--- config.mk ---
export PLATFORM = sky130hd
export DESIGN_NAME = uart_hex_line_rx
export DESIGN_NICKNAME = d
export VERILOG_FILES = /design/src/rtl/uart_hex_pkg.sv /design/src/rtl/uart_hex_line_rx_byte.sv /design/src/rtl/uart_hex_line_rx.sv
export SDC_FILE = /design/constraint.sdc
export NUM_CORES = 1
export LEC_CHECK = 0
export ABC_AREA = 0
export CORE_MARGIN = 3
export CORE_UTILIZATION = 50
export CTS_CLUSTER_SIZE = 20
export DETAILED_ROUTE_END_ITERATION = 12
export PLACE_DENSITY = 0.75
export RECOVER_POWER = 50
export SETUP_SLACK_MARGIN = 0.1
export SLEW_MARGIN = 0
export SYNTH_ARGS = -nofsm -noshare
export SYNTH_HDL_FRONTEND = slang
export SYNTH_HIERARCHICAL = 1
export SYNTH_SLANG_ARGS = --single-unit
--- constraint.sdc ---
create_clock -name clk -period 3.3 [get_ports clk]
set_clock_uncertainty 0.1 [all_clocks]
set_input_delay 0.495 -clock clk [delete_from_list [all_inputs] [get_ports clk]]
set_output_delay 0.495 -clock clk [all_outputs]
set_load 0.02 [all_outputs]
--- src/rtl/uart_hex_pkg.sv ---
// Shared constants, bit-FSM state encoding and ASCII hex decoding for the
// hex-line UART receiver.
package uart_hex_pkg;

    localparam logic [7:0] ASCII_CR = 8'h0D;
    localparam logic [7:0] ASCII_LF = 8'h0A;

    typedef enum logic [1:0] {
        IDLE  = 2'd0,
        START = 2'd1,
        DATA  = 2'd2,
        STOP  = 2'd3
    } bit_state_t;

    // Returns {valid, nibble}; nibble is zero when the character is not hex.
    function automatic logic [4:0] hex_nibble(input logic [7:0] ch);
        logic [7:0] diff;
        diff = 8'h00;
        if (ch >= 8'h30 && ch <= 8'h39) begin
            diff = ch - 8'h30;
            return {1'b1, diff[3:0]};
        end else if (ch >= 8'h41 && ch <= 8'h46) begin
            diff = ch - 8'h37;
            return {1'b1, diff[3:0]};
        end else if (ch >= 8'h61 && ch <= 8'h66) begin
            diff = ch - 8'h57;
            return {1'b1, diff[3:0]};
        end
        return 5'b0_0000;
    endfunction

endpackage

--- src/rtl/uart_hex_line_rx_byte.sv ---
// 8N1 byte receiver: rx synchronizer, start/data/stop bit FSM and the
// mid-bit sampling down-counter.
module uart_byte_rx
    import uart_hex_pkg::*;
#(
    parameter int SAMPLECLOCK = 434
) (
    input  logic       clk,
    input  logic       reset,
    input  logic       rx,
    output logic [7:0] data,
    output logic       byte_strobe,
    output logic       frame_err,
    output logic       busy
);

    localparam logic [1:0]  ST_IDLE  = IDLE;
    localparam logic [1:0]  ST_START = START;
    localparam logic [1:0]  ST_DATA  = DATA;
    localparam logic [1:0]  ST_STOP  = STOP;
    localparam logic [15:0] RELOAD   = 16'(SAMPLECLOCK);
    localparam logic [15:0] HALF     = 16'(SAMPLECLOCK / 2);

    logic        rx_meta;
    logic        rx_s;
    logic        rx_d;
    logic [1:0]  state;
    logic [15:0] baudcnt;
    logic [2:0]  bit_idx;
    logic [7:0]  shreg;

    always_ff @(posedge clk or posedge reset) begin
        if (reset) begin
            rx_meta     <= 1'b1;
            rx_s        <= 1'b1;
            rx_d        <= 1'b1;
            state       <= ST_IDLE;
            baudcnt     <= 16'd0;
            bit_idx     <= 3'd0;
            shreg       <= 8'd0;
            byte_strobe <= 1'b0;
            frame_err   <= 1'b0;
        end else begin
            rx_meta     <= rx;
            rx_s        <= rx_meta;
            rx_d        <= rx_s;
            byte_strobe <= 1'b0;
            frame_err   <= 1'b0;
            // Counter only runs while a frame is active; every action happens at zero.
            if (state != ST_IDLE && baudcnt != 16'd0) begin
                baudcnt <= baudcnt - 16'd1;
            end else begin
                case (state)
                    ST_IDLE: begin
                        if (rx_d && !rx_s) begin
                            baudcnt <= HALF;
                            state   <= ST_START;
                        end
                    end
                    ST_START: begin
                        if (!rx_s) begin
                            baudcnt <= RELOAD;
                            bit_idx <= 3'd0;
                            state   <= ST_DATA;
                        end else begin
                            state <= ST_IDLE;
                        end
                    end
                    ST_DATA: begin
                        shreg   <= {rx_s, shreg[7:1]};
                        baudcnt <= RELOAD;
                        bit_idx <= bit_idx + 3'd1;
                        if (bit_idx == 3'd7) begin
                            state <= ST_STOP;
                        end
                    end
                    default: begin
                        byte_strobe <= rx_s;
                        frame_err   <= !rx_s;
                        state       <= ST_IDLE;
                    end
                endcase
            end
        end
    end

    assign data = shreg;
    assign busy = (state != ST_IDLE);

endmodule

--- src/rtl/uart_hex_line_rx.sv ---
// Receives CR/LF-terminated ASCII hex lines over UART and presents the last
// completed line as a 32-bit value with a one-cycle strobe.
module uart_hex_line_rx
    import uart_hex_pkg::*;
#(
    parameter int BAUDRATE    = 115200,
    parameter int MASTERCLOCK = 50000000,
    parameter int SAMPLECLOCK = MASTERCLOCK / BAUDRATE
) (
    input  logic        clk,
    input  logic        reset,
    input  logic        rx,
    output logic [31:0] value,
    output logic        value_good,
    output logic        error,
    output logic        busy
);

    logic [7:0]  data;
    logic        byte_strobe;
    logic        frame_err;
    logic [4:0]  nib;
    logic [31:0] acc;
    logic [3:0]  digits;
    logic        discard;

    uart_byte_rx #(
        .SAMPLECLOCK(SAMPLECLOCK)
    ) u_byte_rx (
        .clk        (clk),
        .reset      (reset),
        .rx         (rx),
        .data       (data),
        .byte_strobe(byte_strobe),
        .frame_err  (frame_err),
        .busy       (busy)
    );

    assign nib = hex_nibble(data);

    always_ff @(posedge clk or posedge reset) begin
        if (reset) begin
            value      <= 32'd0;
            value_good <= 1'b0;
            error      <= 1'b0;
            acc        <= 32'd0;
            digits     <= 4'd0;
            discard    <= 1'b0;
        end else begin
            value_good <= 1'b0;
            error      <= 1'b0;
            if (frame_err) begin
                error   <= 1'b1;
                discard <= 1'b1;
            end else if (byte_strobe) begin
                if (nib[4]) begin
                    // Shifting drops the oldest nibble, so long lines keep the last 8 digits.
                    acc    <= {acc[27:0], nib[3:0]};
                    digits <= (digits == 4'd8) ? 4'd8 : digits + 4'd1;
                end else if (data == ASCII_CR || data == ASCII_LF) begin
                    if (digits != 4'd0 && !discard) begin
                        value      <= acc;
                        value_good <= 1'b1;
                    end
                    acc     <= 32'd0;
                    digits  <= 4'd0;
                    discard <= 1'b0;
                end else begin
                    error   <= 1'b1;
                    discard <= 1'b1;
                end
            end
        end
    end

endmodule

# After elaboration in Yosys (flattened, before gate mapping)
# Cells that the tools add are included.
# op_classes
n_addsub,6
order_cmp,6
eq_ne,12
mux,38
bitwise,3
n_reduce_logical,25
# ops
cell,n
$mux 32,2
$mux 16,3
$pmux 16 s3,1
$mux 5,4
$mux 1,19
$eq 8x4->1 const B,2
$ge 8x7->1 const B,2
$le 8x7->1 const B,2
$reduce_bool 16->1,1
$sub 16x1->16 const B,1
$mux 4,3
$reduce_and 3->1,4
$ge 8x6->1 const B,1
$le 8x6->1 const B,1
$reduce_bool 2->1,4
$reduce_bool 4->1,2
$sub 4x3->4 const B,2
$logic_and 1x1->1,6
$mux 2,3
$ne 2x1->1 const B,3
$pmux 2 s3,1
$pmux 3 s2,1
$reduce_and 5->1,1
$add 4x1->4 const B,1
other kinds (16),20
# totals
register_bits,105
in_bits,3
out_inout_bits,35
elab_cells,105

# Logic depth before layout (Yosys ltp)
# depth
word_depth,9
depth_mapped,9

# Hierarchy
# Netlist, hierarchy kept.
# by_module_without_submodules
mod,n_inst,cells_each,area_per_inst_um2
uart_hex_line_rx,1,283,3626.0
uart_byte_rx,1,166,1754.2

# Least setup slack after synthesis
# OpenSTA, ideal clock, no wires.
# synth_path
kind,register to register
start,register u_byte_rx.baudcnt[0]
end,"register u_byte_rx.shreg[0], in the netlist u_byte_rx/data[0]"
setup_time_ns,0.125
arrival_time_ns,2.435
required_time_ns,3.075
path_slack_ns,0.640
path_stages_with_launch,9
path_buffers,1
cell_sequence,dfrtp_1 > inv_1 > ha_1 > or4b_4 > or4_4 > o21ai_4 > and2_1 > buf_4 > mux2_2
# synth_between
elab_chain_cells,4
# synth_lines
item,line,rtl
"start, declared",uart_hex_line_rx_byte.sv:28,logic [15:0] baudcnt;
"start signal, assigned",uart_hex_line_rx_byte.sv:51,baudcnt <= baudcnt - 16'd1;
$reduce_bool 16->1,uart_hex_line_rx_byte.sv:50,if (state != ST_IDLE && baudcnt != 16'd0) begin
$logic_and 1x1->1,uart_hex_line_rx_byte.sv:50,
$not 1->1 (no line),-,
$reduce_and 2->1 (no line),-,
"end signal, assigned",uart_hex_line_rx_byte.sv:70,"shreg <= {rx_s, shreg[7:1]};"
"end, declared",uart_hex_line_rx_byte.sv:30,logic [7:0] shreg;
# Every way passes these cells.
# A chain may end at the register's enable or synchronous reset.

# Worst setup path in the final report
# layout_path
start,register u_byte_rx.baudcnt[0]
end,register u_byte_rx.baudcnt[0]
# layout_between
elab_chain_cells,4
# layout_lines
item
branches (longest 4 deep; another with $sub 16x1->16)
# Several ways; the timed one is not identified.

==> PnR_summary.wiki <==
{| class="wikitable"
! Metric !! Value
|-
| Portion of synthesized cell area occupied by the leading cell type || about 47%
|-
| Cell Count, Final, Fillers Out || between 600 and 700
|-
| Final setup viols || 0
|-
| Clock network power share || approximately a fifth
|-
| Most used flip-flop cell after synthesis || dfrtp_1
|-
| Combinational share of power || approximately 36%
|-
| Leakage power || around 2.6 nW
|-
| RSZ-0062 raised after global routing || false
|-
| Maximum fanout along the worst path || 12
|-
| Slowest CP cell || o41a_1
|-
| Initial cell density of the core || 51.7%
|-
| Share of final-layout standard cells stronger than drive strength 1 || 20.8%
|-
| Core utilization of the finished layout || between 50% and 60%
|-
| Maximum number of pins on one net before global-route repair || 72
|-
| Slew margin rel. || -17.7%
|-
| Number of slew-limit violations in the final report || ~110
|-
| Critical path class || flop to flop
|-
| Fraction of power spent switching nets || ~40%
|-
| Number of enable flip-flop cells after synthesis || 0
|-
| Element type at the critical path end || flop
|-
| Part of the Yosys area used for sequential elements || 48.9%
|-
| Critical path launch point type || flop
|-
| Post-Syn Area || 5380 sq um
|-
| Maxcap violations || 2
|-
| Nets@finish || ~500
|-
| Clock latency on the worst-skew pair || between 0.3 and 0.4 ns
|-
| Internal power || 2.17 mW
|-
| Vias per inst || 5.96
|-
| First DRT Iteration DRCs || 193
|-
| Root buffer cell || clkbuf_8
|-
| Most frequent cells after synthesis || dfrtp_1 (102), inv_1 (44), mux2_4 (29)
|-
| Critical path arrival || between 3 and 4 ns
|-
| Count of inserted antenna diode cells || 0
|-
| Last weighted congestion value of the routability-driven placer || between 0.8 and 0.9
|-
| Number of global-route vias before repair || around 3700
|-
| HPWL after detailed placement || about 6700 um
|-
| Number of buffers created by CTS || 9
|-
| Ranking of synthesized cells by area || dfrtp_1 (47%), mux2_4 (8.1%), o31ai_2 (5.1%)
|-
| Ratio of final minimum period to clock period || approximately 86%
|-
| CTS hold repair buffers || 0
|-
| Outcome || finished with violations
|-
| Clock-pin slew of the registers on the worst-case setup and hold paths || ~0.090 ns
|-
| Unique masters post-synth || between 60 and 70
|-
| Gates resized, CTS repair || 0
|-
| Number of antenna violations at the first check in global routing || 0
|-
| Maximum count of clock buffers along a single path || 2
|-
| Number of rows in the core area || 37
|-
| TritonCTS clock tree || done
|-
| Chip Width || 110 um
|-
| Remaining global-route overflow || 0
|-
| Number of detailed-route iterations in the first pass || 5
|-
| Post-CTS Repair Setup Buffers || 0
|-
| Worst vdd ir || around 490 uV
|-
| Die height || 110 um
|-
| Ordered cell list for the critical path || inv_1 -> ha_1 -> or4b_4 -> or4_4 -> o41a_1 -> a211oi_1 -> a31o_2
|-
| Routed length per instance || ~16 um
|-
| Number of inserted filler cells in the final layout || ~870
|-
| Tmin final || ~2.8 ns
|-
| I/O pin cnt || 38
|-
| Flip-flop and latch area || 2630 sq um
|-
| Max Freq || ~350 MHz
|-
| Core Footprint || 10400 sq um
|-
| Top cell family by delay on the critical path || compound AO/OA/AOI/OAI gates
|-
| Total via count in the routed design || roughly 3700
|-
| Worst Path Required || roughly 3.5 ns
|-
| Port-buffer cells || 37
|-
| Net switching power || roughly 1.4 mW
|-
| H-tree Lvls || 3
|-
| Transition time at the pin with the least slew margin || between 1.5 and 2 ns
|-
| Violations in the final reports || capacitance limit, slew limit
|-
| Mean Syn Cell Area || about 12 sq um
|-
| Final setup TNS || 0 ns
|-
| Most area-hungry cell type in the Yosys netlist || dfrtp_1
|-
| Share of async-settable or async-resettable flops after synthesis || 100%
|-
| Wire length after detailed routing || ~10000 um
|-
| Worst hold path type || flop to flop
|-
| Synthesized netlist net count || 465
|-
| GRT Util Overall || approximately 18%
|-
| DRC errors left || 0
|-
| Cell area power density || a little over 600 nW/um^2
|-
| CP bufs+invs || 1
|-
| Fin. Hold Viols || 0
|-
| Synthesis-to-layout area growth || 10.8%
|-
| Synthesized instance count || roughly 450
|-
| DP Cell Count || ~600
|-
| Post-synthesis register bit count || between 100 and 150
|-
| Area of the multi-input gates || 2360 sq um
|-
| Clock sink total || ~110
|-
| Yosys warning count || 6
|-
| First-pass GRT wire length || roughly 17000 um
|-
| Number of antenna-violating nets in the routed design || 0
|-
| Die area || between 10000 and 15000 sq um
|-
| Most frequent cell after synthesis || dfrtp_1
|-
| Reg2Reg Setup Slack || between 0.4 and 0.5 ns
|-
| Longest individual stage delay on the worst path || approximately 0.57 ns
|-
| Sequential share of power || approximately 45%
|}
-- placed cells by master, fill, tap and decap left out, types with 3 or more instances in the layout --
master / n
o21a_1: 3
nand2_1: 10
mux2_1: 3
o31a_1: 3
nor3_1: 6
nand3_1: 7
nor4_1: 5
dlygate4sd3_1: 16
clkbuf_8: 11
a21oi_1: 12
nand2b_1: 3
o31ai_1: 12
mux2_4: 29
a32o_1: 3
nor2_1: 18
mux2_2: 9
buf_4: 7
clkdlybuf4s50_1: 21
o311ai_0: 16
a31oi_1: 5
inv_1: 43
o21ai_0: 13
o31ai_2: 22
dfrtp_1: 102
o311ai_1: 17
ha_1: 13
and3_1: 3
-- final timing paths --
| check | startpoint | end | cells past startpoint |
|---|---|---|---|
| setup / recovery | u_byte_rx/baudcnt[0] | u_byte_rx/baudcnt[0] | 7 |
| hold / removal | u_byte_rx/rx_meta | u_byte_rx/rx_s | 0 |
| setup reg to reg | u_byte_rx/baudcnt[0] | u_byte_rx/baudcnt[0] | 7 |
| hold reg to reg | u_byte_rx/rx_meta | u_byte_rx/rx_s | 0 |
| max in group asynchronous | reset | u_byte_rx/bit_idx[2] | 3 |
| min in group asynchronous | reset | value[7] | 3 |
-- final cells by class --
class	instances	area share [%]
multi-input cells	265	39.7
well taps	136	2.86
repair buffers	47	7.58
clock buffers	12	2.60
inverters	46	2.90
flip-flops and latches	105	44.2
clock inverters	2	0.252
-- power by group through the flow --
stage	Sequential (mW)	Clock, mW	Combinational (mW)
floorplan	1.58	0	1.07
global placement	1.62	0	1.25
detailed placement	1.63	0	1.29
CTS	1.61	0.746	1.29
global route	1.64	0.792	1.43
finish	1.61	0.717	1.28
-- state kept, by name, summed over array words and instances (netlist names) --
| signal | count |
|---|---|
| acc | 32 |
| u_byte_rx/data | 8 |
| u_byte_rx/rx_meta | 1 |
| u_byte_rx/bit_idx | 3 |
| value | 32 |
| value_good | 1 |
| u_byte_rx/frame_err | 1 |
| u_byte_rx/rx_d | 1 |
| digits | 4 |
| u_byte_rx/state | 2 |
| u_byte_rx/rx_s | 1 |
| error | 1 |
| u_byte_rx/baudcnt | 16 |
| u_byte_rx/byte_strobe | 1 |
| discard | 1 |
-- through the flow --
step                      instance area, sq um  setup WS [ns]  total power [mW]  hold WS (ns)
after global placement                    5810          0.535              2.87         0.247
after CTS                                 5980          0.441              3.64         0.262
after floorplan                           5380          0.640              2.65         0.245
after detailed placement                  5810          0.456              2.92         0.249
after global routing                      5960          0.335              3.86         0.273
final                                     5960          0.451              3.61         0.264
-- kinds of logic after synthesis --
kind of cell / Yosys count / share of synthesized area, %
buffers and inverters: 79 / 7.28
and+or+nand+nor: 72 / 7.86
AOI/OAI and AO/OA: 137 / 22.0
muxes: 42 / 10.8
xor gates and xnor gates: 1 / 0.163
adders and majority gates: 13 / 3.02
DFF: 105 / 48.9
-- layer usage --
| metal | global-route usage (%) | wire [um] | vias up |
|---|---|---|---|
| li1 | - | - | 1735 |
| met2 | 30.4 | 5070 | 66 |
| met5 | 0 | 0 | - |
| met1 | 22.8 | 4530 | 1835 |
| met3 | 3.88 | 328 | 15 |
| met4 | 7.48 | 187 | 0 |
Note: power is estimated with default switching activity, not from simulation.
